[config.mk]
export PLATFORM = sky130hd
export DESIGN_NAME = mgmt_apb_arbiter_flat
export DESIGN_NICKNAME = d
export VERILOG_FILES = /design/src/rtl/mgmt_apb_arbiter_if.sv /design/src/rtl/mgmt_apb_arbiter.sv /design/src/flat_wrapper.sv
export SDC_FILE = /design/constraint.sdc
export NUM_CORES = 1
export LEC_CHECK = 0
export ABC_AREA = 1
export BUFFER_PORTS_ARGS = -buffer_cell sky130_fd_sc_hd__clkbuf_2
export CORE_ASPECT_RATIO = 1.5
export CORE_MARGIN = 4
export CORE_UTILIZATION = 47
export CTS_BUF_LIST = sky130_fd_sc_hd__clkbuf_8
export CTS_CLUSTER_DIAMETER = 80
export CTS_CLUSTER_SIZE = 16
export DETAILED_ROUTE_END_ITERATION = 16
export PLACE_DENSITY = 0.94
export SETUP_SLACK_MARGIN = 0.15
export SYNTH_ARGS = -nofsm -noshare
export SYNTH_HDL_FRONTEND = slang
export SYNTH_SLANG_ARGS = --single-unit
export TNS_END_PERCENT = 50
[constraint.sdc]
create_clock -name pclk -period 3.7 [get_ports pclk]
set_input_delay 0.74 -clock pclk [delete_from_list [all_inputs] [get_ports pclk]]
set_output_delay 0.74 -clock pclk [all_outputs]
set_load 0.05 [all_outputs]
[src/rtl/mgmt_apb_arbiter_if.sv]
// rtl/mgmt_apb_arbiter_if.sv - APB bus bundle shared by the arbiter's requester and completer ports
interface mgmt_apb_arbiter_if #(
    parameter int ADDR_WIDTH = 16,
    parameter int DATA_WIDTH = 16
);
    logic                    psel;
    logic                    penable;
    logic                    pwrite;
    logic [ADDR_WIDTH-1:0]   paddr;
    logic [DATA_WIDTH-1:0]   pwdata;
    logic [DATA_WIDTH/8-1:0] pstrb;
    logic                    pready;
    logic [DATA_WIDTH-1:0]   prdata;
    logic                    pslverr;

    modport master (
        output psel, penable, pwrite, paddr, pwdata, pstrb,
        input  pready, prdata, pslverr
    );

    modport slave (
        input  psel, penable, pwrite, paddr, pwdata, pstrb,
        output pready, prdata, pslverr
    );
endinterface

[src/rtl/mgmt_apb_arbiter.sv]
// rtl/mgmt_apb_arbiter.sv - two-requester round-robin APB arbiter onto one completer
// Optional ACCESS-phase timeout enabled by defining MGMT_APB_ARB_TIMEOUT_EN.
module mgmt_apb_arbiter #(
    parameter int ADDR_WIDTH     = 16,
    parameter int DATA_WIDTH     = 16,
    parameter int TIMEOUT_CYCLES = 256
) (
    input  logic               pclk,
    input  logic               preset_n,
    mgmt_apb_arbiter_if.slave  s0,
    mgmt_apb_arbiter_if.slave  s1,
    mgmt_apb_arbiter_if.master m
);
    localparam int STRB_WIDTH = DATA_WIDTH / 8;

    typedef enum logic [1:0] {
        IDLE   = 2'd0,
        SETUP  = 2'd1,
        ACCESS = 2'd2
    } state_t;

    state_t                state_q, state_d;
    logic                  gnt_q, gnt_d;
    logic                  prio_q, prio_d;
    logic                  psel_q, psel_d;
    logic                  penable_q, penable_d;
    logic                  pwrite_q, pwrite_d;
    logic [ADDR_WIDTH-1:0] paddr_q, paddr_d;
    logic [DATA_WIDTH-1:0] pwdata_q, pwdata_d;
    logic [STRB_WIDTH-1:0] pstrb_q, pstrb_d;

    logic                  pick;
    logic                  timeout_hit;
    logic                  s0_sel;
    logic                  s1_sel;
    logic                  rsp_err;
    logic [DATA_WIDTH-1:0] rsp_data;
    logic                  unused_penable;

    assign unused_penable = s0.penable ^ s1.penable;

`ifdef MGMT_APB_ARB_TIMEOUT_EN
    localparam int CNT_WIDTH = $clog2(TIMEOUT_CYCLES + 1);

    logic [CNT_WIDTH-1:0] cnt_q, cnt_d;

    // cnt_q holds the number of ACCESS cycles already elapsed
    assign timeout_hit = (state_q == ACCESS) && (cnt_q == CNT_WIDTH'(TIMEOUT_CYCLES - 1));

    always_comb begin
        cnt_d = cnt_q;
        if (state_q == SETUP) begin
            cnt_d = '0;
        end else if (state_q == ACCESS) begin
            cnt_d = cnt_q + 1'b1;
        end
    end

    always_ff @(posedge pclk or negedge preset_n) begin
        if (!preset_n) begin
            cnt_q <= '0;
        end else begin
            cnt_q <= cnt_d;
        end
    end
`else
    logic unused_timeout;

    assign unused_timeout = ^TIMEOUT_CYCLES;
    assign timeout_hit    = 1'b0;
`endif

    // pick/gnt/prio: 0 selects s0, 1 selects s1; prio_q is the tie-break winner
    assign pick = (s0.psel && s1.psel) ? prio_q : s1.psel;

    always_comb begin
        state_d   = state_q;
        gnt_d     = gnt_q;
        prio_d    = prio_q;
        psel_d    = psel_q;
        penable_d = penable_q;
        pwrite_d  = pwrite_q;
        paddr_d   = paddr_q;
        pwdata_d  = pwdata_q;
        pstrb_d   = pstrb_q;
        case (state_q)
            IDLE: begin
                if (s0.psel || s1.psel) begin
                    state_d  = SETUP;
                    gnt_d    = pick;
                    psel_d   = 1'b1;
                    pwrite_d = pick ? s1.pwrite : s0.pwrite;
                    paddr_d  = pick ? s1.paddr  : s0.paddr;
                    pwdata_d = pick ? s1.pwdata : s0.pwdata;
                    pstrb_d  = pick ? s1.pstrb  : s0.pstrb;
                end
            end
            SETUP: begin
                state_d   = ACCESS;
                penable_d = 1'b1;
            end
            ACCESS: begin
                if (m.pready || timeout_hit) begin
                    state_d   = IDLE;
                    psel_d    = 1'b0;
                    penable_d = 1'b0;
                    prio_d    = ~gnt_q;
                end
            end
            default: begin
                state_d   = IDLE;
                psel_d    = 1'b0;
                penable_d = 1'b0;
            end
        endcase
    end

    always_ff @(posedge pclk or negedge preset_n) begin
        if (!preset_n) begin
            state_q   <= IDLE;
            gnt_q     <= 1'b0;
            prio_q    <= 1'b0;
            psel_q    <= 1'b0;
            penable_q <= 1'b0;
            pwrite_q  <= 1'b0;
            paddr_q   <= '0;
            pwdata_q  <= '0;
            pstrb_q   <= '0;
        end else begin
            state_q   <= state_d;
            gnt_q     <= gnt_d;
            prio_q    <= prio_d;
            psel_q    <= psel_d;
            penable_q <= penable_d;
            pwrite_q  <= pwrite_d;
            paddr_q   <= paddr_d;
            pwdata_q  <= pwdata_d;
            pstrb_q   <= pstrb_d;
        end
    end

    assign m.psel    = psel_q;
    assign m.penable = penable_q;
    assign m.pwrite  = pwrite_q;
    assign m.paddr   = paddr_q;
    assign m.pwdata  = pwdata_q;
    assign m.pstrb   = pstrb_q;

    // A requester that dropped psel mid-transfer gets nothing back
    assign s0_sel   = (state_q == ACCESS) && !gnt_q && s0.psel;
    assign s1_sel   = (state_q == ACCESS) &&  gnt_q && s1.psel;
    assign rsp_err  = m.pready ? m.pslverr : timeout_hit;
    assign rsp_data = m.pready ? m.prdata  : '0;

    assign s0.pready  = s0_sel && (m.pready || timeout_hit);
    assign s0.prdata  = s0_sel ? rsp_data : '0;
    assign s0.pslverr = s0_sel && rsp_err;
    assign s1.pready  = s1_sel && (m.pready || timeout_hit);
    assign s1.prdata  = s1_sel ? rsp_data : '0;
    assign s1.pslverr = s1_sel && rsp_err;
endmodule

[src/flat_wrapper.sv]
// flat-port wrapper written by rule: the top's interface ports become plain ports
module mgmt_apb_arbiter_flat 
#(
    parameter int ADDR_WIDTH     = 16,
    parameter int DATA_WIDTH     = 16,
    parameter int TIMEOUT_CYCLES = 256
)
  (pclk, preset_n, s0_psel, s0_penable, s0_pwrite, s0_paddr, s0_pwdata, s0_pstrb, s0_pready, s0_prdata, s0_pslverr, s1_psel, s1_penable, s1_pwrite, s1_paddr, s1_pwdata, s1_pstrb, s1_pready, s1_prdata, s1_pslverr, m_psel, m_penable, m_pwrite, m_paddr, m_pwdata, m_pstrb, m_pready, m_prdata, m_pslverr);
  mgmt_apb_arbiter_if #(.ADDR_WIDTH(ADDR_WIDTH), .DATA_WIDTH(DATA_WIDTH)) s0_i ();
  mgmt_apb_arbiter_if #(.ADDR_WIDTH(ADDR_WIDTH), .DATA_WIDTH(DATA_WIDTH)) s1_i ();
  mgmt_apb_arbiter_if #(.ADDR_WIDTH(ADDR_WIDTH), .DATA_WIDTH(DATA_WIDTH)) m_i ();
  input  logic pclk;
  input  logic preset_n;
  input wire logic [$bits(s0_i.psel)-1:0] s0_psel;
  input wire logic [$bits(s0_i.penable)-1:0] s0_penable;
  input wire logic [$bits(s0_i.pwrite)-1:0] s0_pwrite;
  input wire logic [$bits(s0_i.paddr)-1:0] s0_paddr;
  input wire logic [$bits(s0_i.pwdata)-1:0] s0_pwdata;
  input wire logic [$bits(s0_i.pstrb)-1:0] s0_pstrb;
  output wire logic [$bits(s0_i.pready)-1:0] s0_pready;
  output wire logic [$bits(s0_i.prdata)-1:0] s0_prdata;
  output wire logic [$bits(s0_i.pslverr)-1:0] s0_pslverr;
  input wire logic [$bits(s1_i.psel)-1:0] s1_psel;
  input wire logic [$bits(s1_i.penable)-1:0] s1_penable;
  input wire logic [$bits(s1_i.pwrite)-1:0] s1_pwrite;
  input wire logic [$bits(s1_i.paddr)-1:0] s1_paddr;
  input wire logic [$bits(s1_i.pwdata)-1:0] s1_pwdata;
  input wire logic [$bits(s1_i.pstrb)-1:0] s1_pstrb;
  output wire logic [$bits(s1_i.pready)-1:0] s1_pready;
  output wire logic [$bits(s1_i.prdata)-1:0] s1_prdata;
  output wire logic [$bits(s1_i.pslverr)-1:0] s1_pslverr;
  output wire logic [$bits(m_i.psel)-1:0] m_psel;
  output wire logic [$bits(m_i.penable)-1:0] m_penable;
  output wire logic [$bits(m_i.pwrite)-1:0] m_pwrite;
  output wire logic [$bits(m_i.paddr)-1:0] m_paddr;
  output wire logic [$bits(m_i.pwdata)-1:0] m_pwdata;
  output wire logic [$bits(m_i.pstrb)-1:0] m_pstrb;
  input wire logic [$bits(m_i.pready)-1:0] m_pready;
  input wire logic [$bits(m_i.prdata)-1:0] m_prdata;
  input wire logic [$bits(m_i.pslverr)-1:0] m_pslverr;
  assign s0_i.psel = s0_psel;
  assign s0_i.penable = s0_penable;
  assign s0_i.pwrite = s0_pwrite;
  assign s0_i.paddr = s0_paddr;
  assign s0_i.pwdata = s0_pwdata;
  assign s0_i.pstrb = s0_pstrb;
  assign s0_pready = s0_i.pready;
  assign s0_prdata = s0_i.prdata;
  assign s0_pslverr = s0_i.pslverr;
  assign s1_i.psel = s1_psel;
  assign s1_i.penable = s1_penable;
  assign s1_i.pwrite = s1_pwrite;
  assign s1_i.paddr = s1_paddr;
  assign s1_i.pwdata = s1_pwdata;
  assign s1_i.pstrb = s1_pstrb;
  assign s1_pready = s1_i.pready;
  assign s1_prdata = s1_i.prdata;
  assign s1_pslverr = s1_i.pslverr;
  assign m_psel = m_i.psel;
  assign m_penable = m_i.penable;
  assign m_pwrite = m_i.pwrite;
  assign m_paddr = m_i.paddr;
  assign m_pwdata = m_i.pwdata;
  assign m_pstrb = m_i.pstrb;
  assign m_i.pready = m_pready;
  assign m_i.prdata = m_prdata;
  assign m_i.pslverr = m_pslverr;
  mgmt_apb_arbiter #(.ADDR_WIDTH(ADDR_WIDTH), .DATA_WIDTH(DATA_WIDTH), .TIMEOUT_CYCLES(TIMEOUT_CYCLES)) u_core (.pclk(pclk), .preset_n(preset_n), .s0(s0_i), .s1(s1_i), .m(m_i));
endmodule
==> results.py, run 1 <==
metrics = {
    "setup_path": {
        "crit_chain": "clkbuf_2 > nand4_2 > nor2_1 > clkbuf_2",
        "r2r-end": "u_core.m.paddr[13]",
        "r2r-start": "u_core.prio_q",
        "cp-startpoint": "s0_psel",
        "cp-endpoint": "s0_pslverr",
        "end_kind": "primary output",
        "worst-path-max-fanout": 18,
        "slowest_stage": "nand4_2",
        "worst-setup-path-type": "input pin to primary output",
        "critPathRequiredTime_ns": 2.96,
        "cp_slowest_stage_delay_ns": 0.38,
        "r2r_cells": 6,
        "setup.worst_path.start_class": "input pin",
        "crit_family": "simple AND/OR/NAND/NOR gates",
        "cp.depth": 4,
        "reg2reg_slack_ns": 1.68,
        "path_buf_inv": 2,
        "crit_top_cell": "clkbuf_2",
        "arrival_ns": 1.82,
    },
    "synthesis": {
        "synth_warnings": 0,
        "synth.distinct_cells": 20,
        "ys_ff_latch": 41,
        "synth_area_per_cell_um2": 6.55,
        "syn_area_um2": 2540,
        "synth_nets": 482,
        "ys_seq_area_frac": 0.404,
        "synth_cells": 388,
    },
    "clock_network": {
        "clock-sinks": 41,
        "h-tree-depth": 2,
        "cts_root_buf": "clkbuf_8",
        "cts_hold_buf": 0,
        "postCtsSetupBuffers": 0,
        "cts_tree": "yes",
        "cts_max_path_buffers": 2,
        "ctsResizeCount": 0,
        "insertion_delay_ns": 0.28,
        "cts_buffers": 5,
        "clk_pin_slew_ns": 0.07,
    },
    "grt": {
        "grtUsageTotal": 0.220,
        "antenna_found_initial": 0,
        "grt_pass1_vias": 2688,
        "grt_pass1_wl_um": 11500,
        "grt_start_max_net_pins": 42,
        "grt.overflow.total": 0,
    },
    "die": {
        "coreArea_um2": 5200,
        "initial_core_util": 0.488,
        "dieWidth_um": 68.0,
        "rows": 32,
        "die_y_um": 98.1,
        "io_pins": 167,
        "die-area_um2": 6670,
    },
    "timing": {
        "hold_violations": 0,
        "slew_headroom": 0.314,
        "fmax_mhz": 390,
        "fin_ws_ns": 1.14,
        "finalCritPeriodShare": 0.692,
        "worst_pin_slew_ns": 1.03,
        "maxSlewViolCount": 0,
        "finalSetupViolCount": 0,
        "skew_ns": 0.00391,
        "finalSetupTns_ns": 0,
        "rsz0062_at_grt": "false",
        "period_needed_ns": 2.56,
    },
    "status": {
        "status": "finished, final reports clean",
    },
    "drt": {
        "dr.first_iter.drc_count": 94,
        "wl_met1_um": 2600,
        "antenna_left": 0,
        "wl_met2_um": 4020,
        "vias": 2900,
        "drc": 0,
        "wirelength_um": 7520,
        "route.met3.wl_um": 670,
        "wl_per_cell_um": 12.3,
        "drtPass1Iterations": 4,
        "vias_per_cell": 4.75,
        "routed.top_layer": "met4",
    },
    "power_and_ir_drop": {
        "power_density_nw_per_um2": 821,
        "p_leak_nw": 2.36,
        "power.clock.fraction": 0.102,
        "p_total_w": 0.00282,
        "p_sw_w": 0.00162,
        "ir_drop_v": 0.000556,
        "netSwitchingFraction": 0.573,
        "power_frac_comb": 0.614,
        "pwr-share-seq": 0.284,
        "power.internal_w": 0.00121,
    },
    "place": {
        "dpl.hpwl_um": 5740,
        "io_buffers": 164,
        "dp.cells": 603,
        "post-place-ws_ns": 1.12,
        "gp_congestion": 0.824,
    },
    "final_layout": {
        "utilization": 0.661,
        "nNetsFinal": 636,
        "mostFrequentLayoutCells": "164 x clkbuf_2, 114 x nand2_1, 95 x inv_1, 72 x nand3_1, 41 x dfrtp_1",
        "areaGrowthSynthToFinish_pct": 35.4,
        "antenna_cells": 0,
        "layout_commonest_cell": "clkbuf_2",
        "final_cells": 610,
        "drive_above_1_share": 0.356,
    },
    "job": {
        "maxCapViolations": 0,
    },
    "worst_hold_path": {
        "hold_class": "flip-flop to flip-flop",
    },
}
==> state kept, by name, summed over array words and instances (netlist names), 2 cells and up <==
name             count
u_core.m.paddr      16
u_core.state_q       2
u_core.m.pwdata     16
u_core.m.pstrb       2
==> area by class of cell <==
type | instances | area (um^2)
Inverter | 95 | 357
Clock buffer | 6 | 82.6
Multi-Input combinational cell | 233 | 1050
Fill cell | 463 | 1770
Sequential cell | 41 | 1030
Tap cell | 68 | 85.1
Timing Repair Buffer | 166 | 836
Clock inverter | 1 | 3.75
==> power groups by stage <==
| stage | logic, W | registers [W] | clock network [W] |
|---|---|---|---|
| CTS | 0.00175 | 0.000803 | 0.000299 |
| detailed placement | 0.00175 | 0.000808 | 0 |
| global route | 0.00186 | 0.000831 | 0.000320 |
| floorplan | 0.000626 | 0.00151 | 0 |
| global placement | 0.00171 | 0.000801 | 0 |
| finish | 0.00173 | 0.000802 | 0.000289 |
==> worst reg2reg max path, stage by stage (launching register included) <==
cell     delay, ns
dfrtp_1       0.36
inv_1         0.07
nand2_2       0.39
nand2_2       0.76
nand2_1       0.16
nand3_1       0.11
nand2_1       0.06
==> stage by stage <==
step	hold WS [ns]	area, um^2
global route	0.503	3440
finish	0.482	3440
floorplan	0.444	2540
CTS	0.486	3440
global placement	0.456	3350
detailed placement	0.468	3350
==> cell families after synthesis <==
kind of cell	after synthesis	share of synthesized area
AO/OA/AOI/OAI	3	0.00590
AND/OR/NAND/NOR	230	0.406
buffers and inverters	114	0.185
flip-flops	41	0.404
==> cell usage after synthesis <==
master	number	area [um^2]
a21oi_1	1	5.00
buf_1	2	7.51
buf_2	9	45.0
buf_4	6	45.0
buf_6	1	11.3
clkbuf_1	1	3.75
dfrtp_1	41	1030
inv_1	94	353
inv_2	1	3.75
nand2_1	114	428
nand2_2	3	18.8
nand2_4	1	11.3
nand3_1	72	360
nand4_2	1	12.5
nor2_1	25	93.8
nor2_2	12	75.1
nor2_4	1	11.3
nor2_8	1	20.0
o21ai_0	1	5.00
o21ai_1	1	5.00
==> worst min path at each step <==
stage                                start          endpoint  slack (ns)  cells after the start
final                     u_core.m.penable  u_core.m.penable        0.48                      2
after global placement    u_core.m.penable  u_core.m.penable        0.46                      2
after global routing      u_core.m.penable  u_core.m.penable        0.50                      2
after CTS                 u_core.m.penable  u_core.m.penable        0.49                      2
after detailed placement   u_core.m.pwrite   u_core.m.pwrite        0.47                      2
after floorplan                   preset_n      u_core.gnt_q        0.44                      0
==> layer usage <==
layer / global-route usage / vias up
met5: 0 / -
met4: 0.0919 / 0
met3: 0.0391 / 21
met2: 0.427 / 149
met1: 0.210 / 1292
li1: - / 1438
Note: power is estimated with default switching activity, not from simulation.
==> inputs of run 2 (changes only) <==
- ABC_AREA: 1 -> 0
- CORE_UTILIZATION: 47 -> 43
- PLACE_DENSITY: 0.94 -> 0.88
- clock period: 3.7 -> 2.6 ns (I/O delays scaled with it)
==> results.py, run 2 <==
metrics = {
    "status": {
        "status": "finished, final reports clean",
    },
    "drt": {
        "dr.first_iter.drc_count": 73,
        "wl_per_cell_um": 16.4,
        "vias": 2536,
        "drc": 0,
        "drtPass1Iterations": 4,
        "vias_per_cell": 5.66,
        "antenna_left": 0,
        "wirelength_um": 7350,
    },
    "timing": {
        "fin_ws_ns": 0.426,
        "slew_headroom": 0.383,
        "skew_ns": 0.00319,
        "hold_violations": 0,
        "rsz0062_at_grt": "false",
        "fmax_mhz": 460,
        "finalSetupViolCount": 0,
        "finalSetupTns_ns": 0,
        "worst_pin_slew_ns": 0.924,
        "maxSlewViolCount": 0,
        "finalCritPeriodShare": 0.836,
        "period_needed_ns": 2.17,
    },
    "place": {
        "gp_congestion": 0.777,
        "dp.cells": 440,
        "io_buffers": 164,
        "dpl.hpwl_um": 5520,
        "post-place-ws_ns": 0.313,
    },
    "clock_network": {
        "cts_root_buf": "clkbuf_8",
        "insertion_delay_ns": 0.28,
        "cts_hold_buf": 0,
        "clock-sinks": 41,
        "h-tree-depth": 2,
        "cts_buffers": 5,
        "cts_max_path_buffers": 2,
        "clk_pin_slew_ns": 0.07,
        "cts_tree": "yes",
    },
    "final_layout": {
        "antenna_cells": 0,
        "nNetsFinal": 472,
        "areaGrowthSynthToFinish_pct": 38.7,
        "drive_above_1_share": 0.489,
        "layout_commonest_cell": "clkbuf_2",
        "mostFrequentLayoutCells": "161 x clkbuf_2, 41 x dfrtp_1, 35 x a311o_1, 35 x a21boi_0, 35 x o22a_1",
        "final_cells": 448,
    },
    "die": {
        "io_pins": 167,
        "coreArea_um2": 5530,
        "initial_core_util": 0.447,
        "die_y_um": 101,
        "die-area_um2": 7060,
        "dieWidth_um": 69.9,
        "rows": 33,
    },
    "grt": {
        "antenna_found_initial": 0,
        "grt_pass1_wl_um": 11700,
        "grt_start_max_net_pins": 46,
        "grt.overflow.total": 0,
        "grtUsageTotal": 0.201,
        "grt_pass1_vias": 2494,
    },
    "power_and_ir_drop": {
        "p_sw_w": 0.00226,
        "p_leak_nw": 1.66,
        "power_frac_comb": 0.634,
        "power_density_nw_per_um2": 1240,
        "p_total_w": 0.00427,
        "ir_drop_v": 0.000818,
        "netSwitchingFraction": 0.531,
        "power.clock.fraction": 0.096,
        "pwr-share-seq": 0.270,
        "power.internal_w": 0.00200,
    },
    "setup_path": {
        "arrival_ns": 1.65,
        "r2r-end": "u_core.m.pwdata[0]",
        "critPathRequiredTime_ns": 2.08,
        "cp_slowest_stage_delay_ns": 0.45,
        "slowest_stage": "dfrtp_1",
        "crit_family": "simple AND/OR/NAND/NOR gates",
        "worst-path-max-fanout": 18,
        "path_buf_inv": 2,
        "r2r-start": "u_core.prio_q",
        "r2r_cells": 4,
        "worst-setup-path-type": "flip-flop to primary output",
        "cp.depth": 5,
        "setup.worst_path.start_class": "flip-flop",
        "crit_chain": "nand3b_4 > nor3b_4 > buf_12 > and2_1 > clkbuf_2",
        "end_kind": "primary output",
        "reg2reg_slack_ns": 0.80,
    },
    "synthesis": {
        "synth_ff_type": "dfrtp_1",
        "synth_edf_count": 0,
        "async_flop_share": 1.00,
        "ys_seq_area_frac": 0.415,
        "yosys.area_share.simple": 0.117,
        "synthMuxAreaShare": 0.00455,
        "synth_warnings": 0,
        "synth_cells": 229,
        "synth_compound_area_frac": 0.397,
        "synthXorXnorAreaFrac": 0,
        "synth.distinct_cells": 24,
        "ys_ff_latch": 41,
        "synth_nets": 323,
        "synth_top_family_by_area": "compound AO/OA/AOI/OAI gates",
        "yosys-top-cells-count": "41 x dfrtp_1, 35 x a21boi_0, 35 x a311o_1, 35 x o22a_1, 34 x and2_1",
        "yosys.cell_count.top_type": "dfrtp_1",
        "synth_top_area_cell": "dfrtp_1",
        "synth_area_per_cell_um2": 10.8,
        "synth.top_cells.by_area": "dfrtp_1 41%, a311o_1 14%, o22a_1 12%, a21boi_0 11%, and2_1 8.6%",
        "synth_fa_ha_area_frac": 0,
        "yosysTopAreaCellShare": 0.415,
        "syn_area_um2": 2470,
    },
    "job": {
        "maxCapViolations": 0,
    },
    "worst_hold_path": {
        "hold_class": "input pin to asynchronous set/reset pin",
    },
}
run 2: worst max path at each step:
stage / startpoint / to / slack [ns]
3_5_place_dp: m_pready / s0_prdata[8] / 0.31
5_1_grt: u_core.state_q[1] / s1_prdata[4] / 0.32
3_3_place_gp: m_pready / s0_prdata[5] / 0.36
2_1_floorplan: u_core.state_q[0] / s0_prdata[10] / 0.30
4_1_cts: u_core.state_q[1] / s0_prdata[8] / 0.22
6_report: u_core.state_q[1] / s0_prdata[8] / 0.43
run 2: logic make-up (layout without fill, tap and decap cells):
logic type | Yosys count | in the layout
AO/OA/AOI/OAI | 113 | 113
flip-flops | 41 | 41
buffers and inverters | 31 | 180
multiplexers | 1 | 1
AND/OR/NAND/NOR | 43 | 43
run 2: area by class of cell:
type | count | area, um^2
multi-input combinational | 157 | 1290
tap | 70 | 87.6
fill | 470 | 2100
sequential | 41 | 1030
inverter | 1 | 3.75
clock inverter | 1 | 3.75
timing repair buffer | 172 | 938
clock buffer | 6 | 82.6
run 2: through the flow:
step | util | cell area, um^2 | hold WS (ns)
final | 0.621 | 3430 | 0.203
after global routing | 0.621 | 3430 | 0.230
after CTS | 0.616 | 3410 | 0.209
after detailed placement | 0.600 | 3320 | 0.466
after global placement | 0.600 | 3320 | 0.460
after floorplan | - | 2470 | 0.224
run 2: power groups by stage:
stage	Clock, W	Combinational (W)	Sequential (W)
after CTS	0.000427	0.00272	0.00115
final	0.000409	0.00271	0.00115
after global placement	0	0.00266	0.00114
after global routing	0.000460	0.00286	0.00119
after detailed placement	0	0.00271	0.00117
after floorplan	0	0.00114	0.00215
run 2: metal layers:
metal	wire, um	global-route usage
met1	2640	0.216
met2	3950	0.369
met3	656	0.0539
met4	109	0.0811
met5	0	0
run 2: what timing repair did:
action / CTS / global route
resized for setup: 0 / 1
setup endpoints to repair: 0 / 32
setup buffers: 0 / 1
run 2: worst register-to-register path: stages, from the launching register on:
cell and delay (ns):
dfrtp_1 0.38, nand2b_2 0.44, buf_4 0.34, a311o_1 0.37
o22a_1 0.16
==> inputs of run 3 (changes only) <==
- ABC_AREA: 0 -> 1
- CORE_UTILIZATION: 43 -> 44
- PLACE_DENSITY: 0.88 -> 0.89
- clock period: 2.6 -> 2.11 ns (I/O delays scaled with it)
==> results.py, run 3 (same netlist as run 1, synthesis figures left out) <==
metrics = {
    "power_and_ir_drop": {
        "p_leak_nw": 2.51,
        "power_density_nw_per_um2": 1350,
        "ir_drop_v": 0.000828,
    },
    "drt": {
        "wl_met2_um": 4990,
        "drtPass1Iterations": 4,
        "wirelength_um": 9220,
        "vias": 3059,
        "drc": 0,
        "vias_per_cell": 4.87,
        "antenna_left": 0,
        "wl_per_cell_um": 14.7,
        "route.met3.wl_um": 683,
        "dr.first_iter.drc_count": 169,
        "routed.top_layer": "met4",
        "wl_met1_um": 3240,
    },
    "final_layout": {
        "layout_commonest_cell": "clkbuf_2",
        "multi_input_area_um2": 1200,
        "nNetsFinal": 651,
        "drive_above_1_share": 0.391,
        "antenna_cells": 0,
        "areaGrowthSynthToFinish_pct": 57.5,
        "mostFrequentLayoutCells": "129 x clkbuf_2, 114 x nand2_1, 94 x inv_1, 72 x nand3_1, 41 x dfrtp_1",
        "utilization": 0.723,
        "fillers": 435,
        "seqCellArea_um2": 1030,
    },
    "setup_path": {
        "worst-path-max-fanout": 5,
        "end_kind": "primary output",
        "worst-setup-path-type": "flip-flop to primary output",
        "critPathRequiredTime_ns": 1.69,
        "setup.worst_path.start_class": "flip-flop",
        "arrival_ns": 1.66,
    },
    "job": {
        "maxCapViolations": 0,
    },
    "die": {
        "die-area_um2": 7080,
        "io_pins": 167,
        "dieWidth_um": 70.1,
        "coreArea_um2": 5530,
        "die_y_um": 101,
        "rows": 33,
        "initial_core_util": 0.459,
    },
    "place": {
        "io_buffers": 164,
        "gp_congestion": 0.819,
        "dpl.hpwl_um": 6240,
        "post-place-ws_ns": 0.170,
    },
    "clock_network": {
        "h-tree-depth": 2,
        "clock-sinks": 41,
        "cts_max_path_buffers": 2,
        "cts_buffers": 5,
        "cts_tree": "yes",
        "insertion_delay_ns": 0.29,
        "cts_hold_buf": 0,
        "clk_pin_slew_ns": 0.08,
        "cts_root_buf": "clkbuf_8",
    },
    "timing": {
        "hold_violations": 0,
        "skew_ns": 0.00449,
        "finalCritPeriodShare": 0.986,
        "maxSlewViolCount": 0,
        "worst_pin_slew_ns": 0.574,
        "rsz0062_at_grt": "true",
        "period_needed_ns": 2.08,
        "finalSetupViolCount": 0,
        "fin_ws_ns": 0.0306,
        "fmax_mhz": 481,
        "hold_slack_ns": 0.107,
        "slew_headroom": 0.617,
    },
    "grt": {
        "grt_pass1_vias": 3055,
        "grt.overflow.total": 0,
        "grt_start_max_net_pins": 37,
        "antenna_found_initial": 0,
        "grtUsageTotal": 0.245,
        "grt_pass1_wl_um": 13900,
    },
    "worst_hold_path": {
        "hold_class": "input pin to asynchronous set/reset pin",
    },
    "status": {
        "status": "finished, final reports clean",
    },
}
[run 3: through the flow]
stage / area (um^2) / TNS (ns) / power [W] / instances
after floorplan: 2540 / 0 / 0.00375 / 388
after global placement: 3490 / 0 / 0.00450 / 610
after detailed placement: 3490 / 0 / 0.00458 / 610
after CTS: 3880 / 0 / 0.00533 / 624
after global routing: 4000 / -0.999 / 0.00572 / 628
final: 4000 / 0 / 0.00538 / 628
[run 3: worst paths after layout]
| kind | from | to | slack, ns | cells after the start |
|---|---|---|---|---|
| worst max-delay path | u_core.state_q[1] | s1_prdata[10] | 0.03 | 8 |
| worst min-delay path | preset_n | u_core.m.paddr[5] | 0.11 | 1 |
| worst max register to register | u_core.state_q[1] | u_core.m.pwdata[11] | 0.43 | 7 |
| worst min register to register | u_core.m.paddr[10] | u_core.m.paddr[10] | 0.49 | 2 |
| max in group asynchronous | preset_n | u_core.m.pwdata[15] | 1.47 | 2 |
| min in group pclk | s0_paddr[6] | u_core.m.paddr[6] | 0.42 | 5 |
[run 3: worst max-delay path, cell delays in order, from the launching register on]
cell	delay, ns
dfrtp_1	0.37
inv_2	0.06
nor2_4	0.15
nand2_2	0.09
nor2_4	0.11
buf_12	0.16
nand2_4	0.09
nor2_2	0.17
buf_8	0.17
[run 3: what timing repair did]
item,in CTS,in global routing
resized for setup,56,28
gates cloned,2,1
setup endpoints to repair,36,36
pin swaps,2,5
setup buffers,4,3
[run 3: final cells by class]
cell class / count / area share
Multi-Input combinational cell: 236 / 0.301
Inverter: 95 / 0.0891
Clock inverter: 2 / 0.00844
Clock buffer: 6 / 0.0206
Sequential cell: 41 / 0.256
Timing Repair Buffer: 178 / 0.303
Tap cell: 70 / 0.0219
[run 3: report_power, final]
part / leakage [nW] / switching (W) / internal [W]
Combinational: 1.95 / 0.00248 / 0.000839
Clock: 0.0626 / 0.000267 / 0.000381
Sequential: 0.496 / 0.000226 / 0.00119
Total: 2.51 / 0.00298 / 0.00241
[run 3: metal layers]
layer | vias up | track usage
li1 | 1481 | -
met1 | 1392 | 0.261
met2 | 160 | 0.455
met3 | 26 | 0.0479
met4 | 0 | 0.119
met5 | - | 0
